<file path="src/rtl/seg7_scan_driver_if.sv">
// Display bus between a datapath and the seven-segment scan driver.
// master: drives en/digits_i/dp_i/blank_i; slave: drives an_o/seg_o/dp_o/idx_o/frame_tick_o.
interface seg7_scan_driver_if #(
    parameter int NUM_DIGITS = 8
);
    localparam int IDX_W = $clog2(NUM_DIGITS);

    logic                    en;
    logic [4*NUM_DIGITS-1:0] digits_i;
    logic [NUM_DIGITS-1:0]   dp_i;
    logic [NUM_DIGITS-1:0]   blank_i;
    logic [NUM_DIGITS-1:0]   an_o;
    logic [6:0]              seg_o;
    logic                    dp_o;
    logic [IDX_W-1:0]        idx_o;
    logic                    frame_tick_o;

    modport master (
        output en, digits_i, dp_i, blank_i,
        input  an_o, seg_o, dp_o, idx_o, frame_tick_o
    );

    modport slave (
        input  en, digits_i, dp_i, blank_i,
        output an_o, seg_o, dp_o, idx_o, frame_tick_o
    );
endinterface

</file>
<file path="src/rtl/seg7_scan_driver.sv">
// Multiplexed common-anode seven-segment driver: refresh prescaler, digit
// scan with anode guard time, frame-synchronous shadow latch, hex decode.
// Ports: clk, rst_n (sync, active low), bus (slave side of seg7_scan_driver_if):
//   en, digits_i, dp_i, blank_i in; an_o, seg_o, dp_o, idx_o, frame_tick_o out.
module seg7_scan_driver #(
    parameter int NUM_DIGITS  = 8,
    parameter int REFRESH_DIV = 100000,
    parameter int GUARD       = 4,
    parameter int IDX_W       = $clog2(NUM_DIGITS)
) (
    input logic                clk,
    input logic                rst_n,
    seg7_scan_driver_if.slave  bus
);
    localparam int PRE_W = $clog2(REFRESH_DIV);

    localparam logic [PRE_W-1:0] PRE_LAST  = PRE_W'(REFRESH_DIV - 1);
    localparam logic [PRE_W-1:0] PRE_GUARD = PRE_W'(GUARD);
    localparam logic [IDX_W-1:0] IDX_LAST  = IDX_W'(NUM_DIGITS - 1);

    logic [PRE_W-1:0]                 pre_q, pre_d;
    logic [IDX_W-1:0]                 idx_q, idx_d;
    logic [NUM_DIGITS-1:0][3:0]       sh_dig_q, sh_dig_d;
    logic [NUM_DIGITS-1:0]            sh_dp_q, sh_dp_d;
    logic [NUM_DIGITS-1:0]            sh_blank_q, sh_blank_d;
    logic                             load_pend_q, load_pend_d;
    logic [NUM_DIGITS-1:0]            an_q, an_d;
    logic [6:0]                       seg_q, seg_d;
    logic                             dp_q, dp_d;
    logic                             tick_q, tick_d;

    logic slot_end;
    logic wrap;
    logic guard_ok;
    logic lit;

    function automatic logic [6:0] hex7(input logic [3:0] v);
        logic [6:0] s;
        unique case (v)
            4'h0: s = 7'b1000000;
            4'h1: s = 7'b1111001;
            4'h2: s = 7'b0100100;
            4'h3: s = 7'b0110000;
            4'h4: s = 7'b0011001;
            4'h5: s = 7'b0010010;
            4'h6: s = 7'b0000010;
            4'h7: s = 7'b1111000;
            4'h8: s = 7'b0000000;
            4'h9: s = 7'b0010000;
            4'hA: s = 7'b0001000;
            4'hB: s = 7'b0000011;
            4'hC: s = 7'b1000110;
            4'hD: s = 7'b0100001;
            4'hE: s = 7'b0000110;
            4'hF: s = 7'b0001110;
            default: s = 7'h7F;
        endcase
        return s;
    endfunction

    always_comb begin
        pre_d       = pre_q;
        idx_d       = idx_q;
        sh_dig_d    = sh_dig_q;
        sh_dp_d     = sh_dp_q;
        sh_blank_d  = sh_blank_q;
        load_pend_d = load_pend_q;
        an_d        = '1;
        seg_d       = 7'h7F;
        dp_d        = 1'b1;
        tick_d      = 1'b0;

        slot_end = (pre_q == PRE_LAST);
        wrap     = slot_end && (idx_q == IDX_LAST);
        // Dead time at slot start keeps the previous digit from ghosting.
        guard_ok = (GUARD == 0) || (pre_q >= PRE_GUARD);
        lit      = guard_ok && !sh_blank_q[idx_q];

        if (bus.en) begin
            pre_d  = slot_end ? '0 : pre_q + PRE_W'(1);
            tick_d = wrap;
            if (slot_end) begin
                idx_d = (idx_q == IDX_LAST) ? '0 : idx_q + IDX_W'(1);
            end
            if (lit) begin
                an_d  = ~(NUM_DIGITS'(1) << idx_q);
                seg_d = hex7(sh_dig_q[idx_q]);
                dp_d  = ~sh_dp_q[idx_q];
            end
            // Latch only at frame boundary so a frame never mixes old/new data.
            if (wrap || load_pend_q) begin
                sh_dig_d    = bus.digits_i;
                sh_dp_d     = bus.dp_i;
                sh_blank_d  = bus.blank_i;
                load_pend_d = 1'b0;
            end
        end
    end

    always_ff @(posedge clk) begin
        if (!rst_n) begin
            pre_q       <= '0;
            idx_q       <= '0;
            sh_dig_q    <= '0;
            sh_dp_q     <= '0;
            sh_blank_q  <= '1;
            load_pend_q <= 1'b1;
            an_q        <= '1;
            seg_q       <= 7'h7F;
            dp_q        <= 1'b1;
            tick_q      <= 1'b0;
        end else begin
            pre_q       <= pre_d;
            idx_q       <= idx_d;
            sh_dig_q    <= sh_dig_d;
            sh_dp_q     <= sh_dp_d;
            sh_blank_q  <= sh_blank_d;
            load_pend_q <= load_pend_d;
            an_q        <= an_d;
            seg_q       <= seg_d;
            dp_q        <= dp_d;
            tick_q      <= tick_d;
        end
    end

    assign bus.an_o         = an_q;
    assign bus.seg_o        = seg_q;
    assign bus.dp_o         = dp_q;
    assign bus.idx_o        = idx_q;
    assign bus.frame_tick_o = tick_q;
endmodule

</file>
<file path="src/flat_wrapper.sv">
// flat-port wrapper written by rule: the top's interface ports become plain ports
module seg7_scan_driver_flat 
#(
    parameter int NUM_DIGITS  = 8,
    parameter int REFRESH_DIV = 100000,
    parameter int GUARD       = 4,
    parameter int IDX_W       = $clog2(NUM_DIGITS)
)
  (clk, rst_n, bus_en, bus_digits_i, bus_dp_i, bus_blank_i, bus_an_o, bus_seg_o, bus_dp_o, bus_idx_o, bus_frame_tick_o);
  seg7_scan_driver_if #(.NUM_DIGITS(NUM_DIGITS)) bus_i ();
  input logic clk;
  input logic rst_n;
  input wire logic [$bits(bus_i.en)-1:0] bus_en;
  input wire logic [$bits(bus_i.digits_i)-1:0] bus_digits_i;
  input wire logic [$bits(bus_i.dp_i)-1:0] bus_dp_i;
  input wire logic [$bits(bus_i.blank_i)-1:0] bus_blank_i;
  output wire logic [$bits(bus_i.an_o)-1:0] bus_an_o;
  output wire logic [$bits(bus_i.seg_o)-1:0] bus_seg_o;
  output wire logic [$bits(bus_i.dp_o)-1:0] bus_dp_o;
  output wire logic [$bits(bus_i.idx_o)-1:0] bus_idx_o;
  output wire logic [$bits(bus_i.frame_tick_o)-1:0] bus_frame_tick_o;
  assign bus_i.en = bus_en;
  assign bus_i.digits_i = bus_digits_i;
  assign bus_i.dp_i = bus_dp_i;
  assign bus_i.blank_i = bus_blank_i;
  assign bus_an_o = bus_i.an_o;
  assign bus_seg_o = bus_i.seg_o;
  assign bus_dp_o = bus_i.dp_o;
  assign bus_idx_o = bus_i.idx_o;
  assign bus_frame_tick_o = bus_i.frame_tick_o;
  seg7_scan_driver #(.NUM_DIGITS(NUM_DIGITS), .REFRESH_DIV(REFRESH_DIV), .GUARD(GUARD), .IDX_W(IDX_W)) u_core (.clk(clk), .rst_n(rst_n), .bus(bus_i));
endmodule
</file>
<file path="config.mk">
export PLATFORM = sky130hd
export DESIGN_NAME = seg7_scan_driver_flat
export DESIGN_NICKNAME = d
export VERILOG_FILES = /design/src/rtl/seg7_scan_driver_if.sv /design/src/rtl/seg7_scan_driver.sv /design/src/flat_wrapper.sv
export SDC_FILE = /design/constraint.sdc
export NUM_CORES = 1
export LEC_CHECK = 0
export BUFFER_PORTS_ARGS = -buffer_cell sky130_fd_sc_hd__buf_2
export CORE_ASPECT_RATIO = 2
export CORE_MARGIN = 2
export CORE_UTILIZATION = 50
export DETAILED_ROUTE_END_ITERATION = 10
export PLACE_DENSITY = 0.73
export SKIP_CTS_REPAIR_TIMING = 1
export SYNTH_ARGS = -nofsm -noshare
export SYNTH_HDL_FRONTEND = slang
export SYNTH_SLANG_ARGS = --single-unit
export TNS_END_PERCENT = 30
</file>
<file path="constraint.sdc">
create_clock -name clk -period 2.5 [get_ports clk]
set_clock_uncertainty 0.15 [all_clocks]
set_input_delay 0.125 -clock clk [delete_from_list [all_inputs] [get_ports clk]]
set_output_delay 0.125 -clock clk [all_outputs]
set_load 0.01 [all_outputs]
</file>
# [Yosys cells after proc, flatten, opt, wreduce, memory -nomap -nowiden]
# Memories as Yosys holds them, arrays and structs flattened. A register that Yosys moved wholly into a read port is not among the register bits.
# Cells that the tools add are included.
[word_totals] register_bits=79 romBits=112 inputBits=51 elab_cells=43 n_memories=1
[memory_table] name="(name not given)" depth=16 word_bits=7 rd=1 rd_clocked_by_memory_dff=1 wr=0 line="seg7_scan_driver.sv:39" source="unique case (v)"
[op_classes] addsub=2 order_cmp=2 eq_ne=2 shift=1 muxes=8 n_bitwise=2 reduce_logical=9
[op_table] cell="adder 17 x 1 -> 17 bit, second input constant" n=1
[op_table] cell="== test 17 bit, second input constant" n=1
[op_table] cell=">= comparator 17 x 3 -> 1 bit, second input constant" n=1
[op_table] cell="2-to-1 mux 17 bit" n=1
[op_table] cell="binary-select mux 4 bit (select 3 bit)" n=1
[op_table] cell="NOT 8 bit" n=1
[op_table] cell="left shift 1 x 3 -> 8 bit, first input constant" n=1
[op_table] cell="binary-select mux 1 bit (select 3 bit)" n=2
[op_table] cell="AND reduction 2 bit" n=3
[op_table] cell="< comparator 3 x 4 -> 1 bit, second input constant" n=1
[op_table] cell="2-to-1 mux 4 bit" n=1
[op_table] cell="adder 3 x 1 -> 3 bit, second input constant" n=1
[op_table] cell="== test 3 bit, second input constant" n=1
[op_table] cell="2-to-1 mux 3 bit" n=1
[op_table] cell="AND reduction 3 bit" n=1
[op_table] cell="logical AND 1 bit" n=2
[op_table] cell="logical NOT 1 bit" n=2
[op_table] cell="2-to-1 mux 1 bit" n=2
[op_table] cell="logical OR 1 bit" n=1
[op_table] cell="NOT 1 bit" n=1

# [Logic depth before layout (Yosys ltp)]
[depth] word_depth=6 depth_mapped=11 ltp_nobuf=9

# [Worst setup path before layout]
# No wires, ideal clock.
[synth_timing] kind="reg2reg" startpoint="register u_core.idx_q[0], in the netlist u_core.bus.idx_o[0]" endpoint="register u_core.seg_q[3], in the netlist u_core.bus.seg_o[3]" arrival_time_ps=2118 required_time_ps=2233 setup_slack_ps=115 path_stages_with_launch=9 path_buffers=2 period_less_slack_ps=2385 path_cell_list="dfxtp_1 > buf_6 > buf_12 > mux4_2 > mux2_4 > ha_1 > mux2_1 > nor2_1 > o21ai_1"
[synth_via] elab_chain_cells=6
[synth_lines] element="start, declared" line="seg7_scan_driver.sv:22" source="logic [IDX_W-1:0] idx_q, idx_d;"
[synth_lines] element="start signal, assigned" line="seg7_scan_driver.sv:114" source="idx_q <= idx_d;"
[synth_lines] element="binary-select mux 1 bit (select 3 bit)" line="seg7_scan_driver.sv:77" source="lit = guard_ok && !sh_blank_q[idx_q];"
[synth_lines] element="2-to-1 mux 1 bit (not written as such)" line="seg7_scan_driver.sv:77"
[synth_lines] element="logical NOT 1 bit" line="seg7_scan_driver.sv:77"
[synth_lines] element="logical AND 1 bit" line="seg7_scan_driver.sv:77"
[synth_lines] element="AND reduction 3 bit (no source line)"
[synth_lines] element="logical NOT 1 bit (no source line)"
[synth_lines] element="end, declared" line="seg7_scan_driver.sv:28" source="logic [6:0] seg_q, seg_d;"
# Parallel ways exist; a longest one is shown, timed or not. The select of a mux whose other input is x is not followed.
# A chain may end at the register's enable or synchronous reset.

# [Worst setup path after layout]
[layout_timing] startpoint="register u_core.idx_q[0], in the netlist u_core.bus.idx_o[0]" endpoint="register u_core.seg_q[5], in the netlist u_core.bus.seg_o[5]"
# The elaborated chain is that of the path after synthesis.

==> impl_summary.txt <==
----------------------------------------------------
[Run status]
  Run status ... finished, final reports clean

[GRT]
  Met3 track demand over resource in global routing ... 5.22%
  Gr busiest metal ... met2
  Pin count of the biggest net entering global routing ... 52
  Global-route wire length before repair ... 14,500 µm
  Met2 usage ... 39.5%
  Via count of the first global-routing pass ... 3,223
  Global routing usage summed across all routing layers ... 21.8%
  GR met1 Demand/Resource ... 23.3%
  Initial antenna violation count ... 0
  GR Overflow Total ... 0

[CTS]
  Num CTS Buffers ... 9
  Latest clock arrival within the worst-skew pair ... 340 ps
  CTS H-tree lvls ... 3
  Clock edge transition at the registers on the reported setup and hold paths ... 60 ps
  TritonCTS clock tree ... built
  Clock Root Buffer ... sky130_fd_sc_hd__clkbuf_16
  CTS Buffer Depth ... 2
  # clock sinks ... 86

[Placement]
  Number of instances in the placed design ... 580
  HPWL after detailed placement ... 6310 µm
  Number of port buffers ... 70
  Final weighted congestion in routability-driven placement ... 0.857
  Post-placement setup slack ... 70.6 ps

[Power and ir drop]
  Cell-internal power ... 2460 µW
  Clock network fraction of total power ... 44.0%
  Portion of total power attributed to sequential cells ... 45.7%
  Share of total power in combinational logic ... 10.3%
  Overall power consumption ... 3170 µW
  Net Sw Frac ... 22.3%
  Leak ... 0.00203 µW
  VDD IR max ... 405 µV
  Net switching component of the power ... 706 µW
  Pwr/cell area ... 612 mW/mm²

[Route]
  Post-detailed-route via-to-cell ratio ... 5.51
  Router iterations before antenna repair ... 5
  Post-route DRC ... 0
  Via count ... 3,561
  Drt wl/cell ... 15.2 µm
  Post-DRT Antenna Nets ... 0
  Routed wire length ... 9810 µm
  Starting DRT DRC Count ... 285

[Setup path]
  Sum of buffers and inverters on the critical path ... 2
  Cells on worst reg2reg path ... 9
  Critical path data arrival time ... 2420 ps
  Critical path type ... flop to flop
  Critical path launch point type ... flop
  Start of the worst register-to-register path ... u_core.bus.idx_o[0]
  Slowest stage cell, crit path ... sky130_fd_sc_hd__mux4_1
  Worst endpoint required time ... 2610 ps
  Crit path max-delay family ... multiplexers
  Worst reg2reg setup slack ... 190 ps
  Logic depth of the worst path, buffers included ... 9
  Maximum fanout encountered on the critical timing path ... 6
  Slowest cell delay on critical path ... 570 ps
  CP Cell Sequence ... mux4_1, nand2_1, nand2_1, inv_1, ha_1, inv_1, nor2_2, a21oi_1, o221ai_1
  Critical path origin ... u_core.bus.idx_o[0]
  Critical Path Sink Type ... flop

[Floorplanning]
  DIE AREA ... 0.00882 mm²
  Number of top-level pins ... 71
  Overall die height ... 131 µm
  Core area ... 0.00789 mm²
  Initial cell density of the core ... 51.0%
  Chip Width ... 67.4 µm
  Number of placement rows ... 46

[Logic synthesis]
  Mean area per synthesized cell ... 9.08 µm²
  Synth cell count leaders ... 86 x sky130_fd_sc_hd__dfxtp_1, 60 x sky130_fd_sc_hd__nand3_1, 50 x sky130_fd_sc_hd__a21oi_1
  Synthesis-stage register bit count ... 86
  Portion of the post-synthesis area used by sequential elements ... 42.8%
  Top cells by area in the synthesized netlist ... sky130_fd_sc_hd__dfxtp_1 43%, sky130_fd_sc_hd__nand3_1 7.5%, sky130_fd_sc_hd__a21oi_1 6.2%
  Most frequent cell after synthesis ... sky130_fd_sc_hd__dfxtp_1
  Share of synthesized cell area in and, or, nand and nor gates ... 18.0%
  Synth Net Count ... 508
  Largest area contributor in the netlist ... sky130_fd_sc_hd__dfxtp_1
  Adder-cell share of the synthesized area ... 4.35%
  Share of cell area taken by muxes after synthesis ... 9.11%
  Yosys warning total ... 0
  Predominant post-synthesis flop cell ... sky130_fd_sc_hd__dfxtp_1
  Number of enable flip-flop cells after synthesis ... 0
  Count of cell types in the netlist ... 45
  Fraction of registers with async set/reset ... 0%
  Cell area after synthesis ... 0.00402 mm²
  Fraction of the mapped netlist area in compound gates ... 15.5%
  Fraction of synthesized cell area in xor and xnor cells ... 3.05%
  Synth top area share ... 42.8%
  Number of instances in the synthesized netlist ... 443
  Main combinational cell family by area after synthesis ... simple AND/OR/NAND/NOR gates

[Hold path]
  Tightest Hold Check Type ... input pin to flop
  Hold Path Origin ... bus_en
  WHS Path Cells ... 3

[Layout]
  Fraction of layout cells with a size suffix above 1 ... 21.5%
  Filler Cell Count ... 630
  Antenna fix cells ... 0
  Register area ... 0.00172 mm²
  Nets@finish ... 610
  Post-layout instance count excluding filler cells ... 646
  Multi-input gate area ... 0.00201 mm²
  Area grow syn2layout ... 28.9%

[STA]
  Hold slack ... 94.2 ps
  Minimum period implied by the final worst setup slack ... 2310 ps
  Remaining max-slew budget at the tightest pin ... 63.1%
  Final setup vio count ... 0
  Setup Total Neg Slack ... 0 ps
  Final-report max-slew violation count ... 0
  Slew at the pin closest to its max-slew limit ... 549 ps
  Hold Fails Final Rpt ... 0
  Fmax ... 433 MHz
  Unrepaired setup endpoints after global routing ... no
  Smallest setup slack after layout ... 190 ps
  Final Cycle Share ... 92.4%

[Job]
  Number of maximum-capacitance violations ... 0

----------------------------------------------------
-- power by group through the flow --
| stage | Combinational (µW) | Sequential [µW] | Clock (µW) |
|---|---|---|---|
| CTS | 257 | 1450 | 1410 |
| global placement | 247 | 1480 | 0 |
| detailed placement | 256 | 1480 | 0 |
| global route | 362 | 1450 | 1470 |
| finish | 327 | 1450 | 1390 |
| floorplan | 190 | 1470 | 0 |
-- cells in the final DEF, fill, tap and decap left out, types with 2 or more instances in the layout --
| cell | Yosys | final |
|---|---|---|
| sky130_fd_sc_hd__o21ai_1 | 12 | 12 |
| sky130_fd_sc_hd__clkbuf_8 | 0 | 4 |
| sky130_fd_sc_hd__buf_2 | 7 | 70 |
| sky130_fd_sc_hd__clkinv_2 | 0 | 2 |
| sky130_fd_sc_hd__mux4_2 | 8 | 8 |
| sky130_fd_sc_hd__o221ai_1 | 2 | 2 |
| sky130_fd_sc_hd__dfxtp_1 | 86 | 85 |
| sky130_fd_sc_hd__mux2i_4 | 2 | 2 |
| sky130_fd_sc_hd__xor2_1 | 9 | 9 |
| sky130_fd_sc_hd__buf_4 | 2 | 9 |
| sky130_fd_sc_hd__nand2b_1 | 2 | 2 |
| sky130_fd_sc_hd__xnor2_1 | 5 | 5 |
| sky130_fd_sc_hd__and2_1 | 4 | 4 |
| sky130_fd_sc_hd__clkbuf_16 | 0 | 9 |
| sky130_fd_sc_hd__nor2_1 | 25 | 24 |
| sky130_fd_sc_hd__o21ai_0 | 39 | 39 |
| sky130_fd_sc_hd__mux4_1 | 4 | 4 |
| sky130_fd_sc_hd__nand3_1 | 60 | 60 |
| sky130_fd_sc_hd__nand2_1 | 29 | 29 |
| sky130_fd_sc_hd__and4_1 | 6 | 6 |
| sky130_fd_sc_hd__a21oi_1 | 50 | 50 |
| sky130_fd_sc_hd__inv_1 | 11 | 11 |
| sky130_fd_sc_hd__dlygate4sd3_1 | 0 | 49 |
| sky130_fd_sc_hd__ha_1 | 14 | 14 |
| sky130_fd_sc_hd__nor4_1 | 4 | 4 |
| sky130_fd_sc_hd__nor3_1 | 4 | 4 |
| sky130_fd_sc_hd__o211ai_1 | 2 | 2 |
| sky130_fd_sc_hd__nand4_1 | 9 | 9 |
-- layout make-up --
class                   instances  area share, %
flip-flops and latches         86           33.2
multi-input cells             306           38.9
inverters                      12          0.965
well taps                      96           2.32
clock inverters                 3          0.772
repair buffers                130           18.4
clock buffers                  13           5.41
-- metal layers --
metal,share of wire [%],routed length [µm]
met3,3.9,381
met4,2.6,255
met1,37,3670
met2,56,5500
met5,0,0
-- stage by stage --
stage	util (%)	instance area, µm²
final	65.7	5180
after global routing	65.7	5180
after CTS	59.1	4660
after detailed placement	55.1	4340
after global placement	55.1	4340
after floorplan	-	4020
-- final timing paths --
check,to
setup / recovery,u_core.bus.seg_o[5]
hold / removal,u_core.pre_q[1]
setup reg to reg,u_core.bus.seg_o[5]
hold reg to reg,u_core.sh_dig_q[30]
-- tightest hold or removal path, delay by kind of cell --
family / cells / cell delay, ps
buf+inv: 1 / 230
simple gates: 1 / 120
compound gates: 1 / 60
-- logic make-up after synthesis --
kind of cell             count (synthesis)
buffers and inverters                   51
AO/OA/AOI/OAI                          114
multiplexers                            17
adder cells (fa/ha/maj)                 14
AND/OR/NAND/NOR                        147
XOR/XNOR                                14
flip-flops                              86
-- state kept, by name, indices dropped and copies added, names as in the netlist --
signal and flops:
u_core.bus.seg_o 7, u_core.sh_blank_q 8, u_core.bus.idx_o 3, u_core.pre_q 17
u_core.bus.dp_o 1, u_core.bus.frame_tick_o 1, u_core.sh_dp_q 8, u_core.sh_dig_q 32
u_core.load_pend_q 1, u_core.bus.an_o 8
Power figures use the tool's default switching activity.
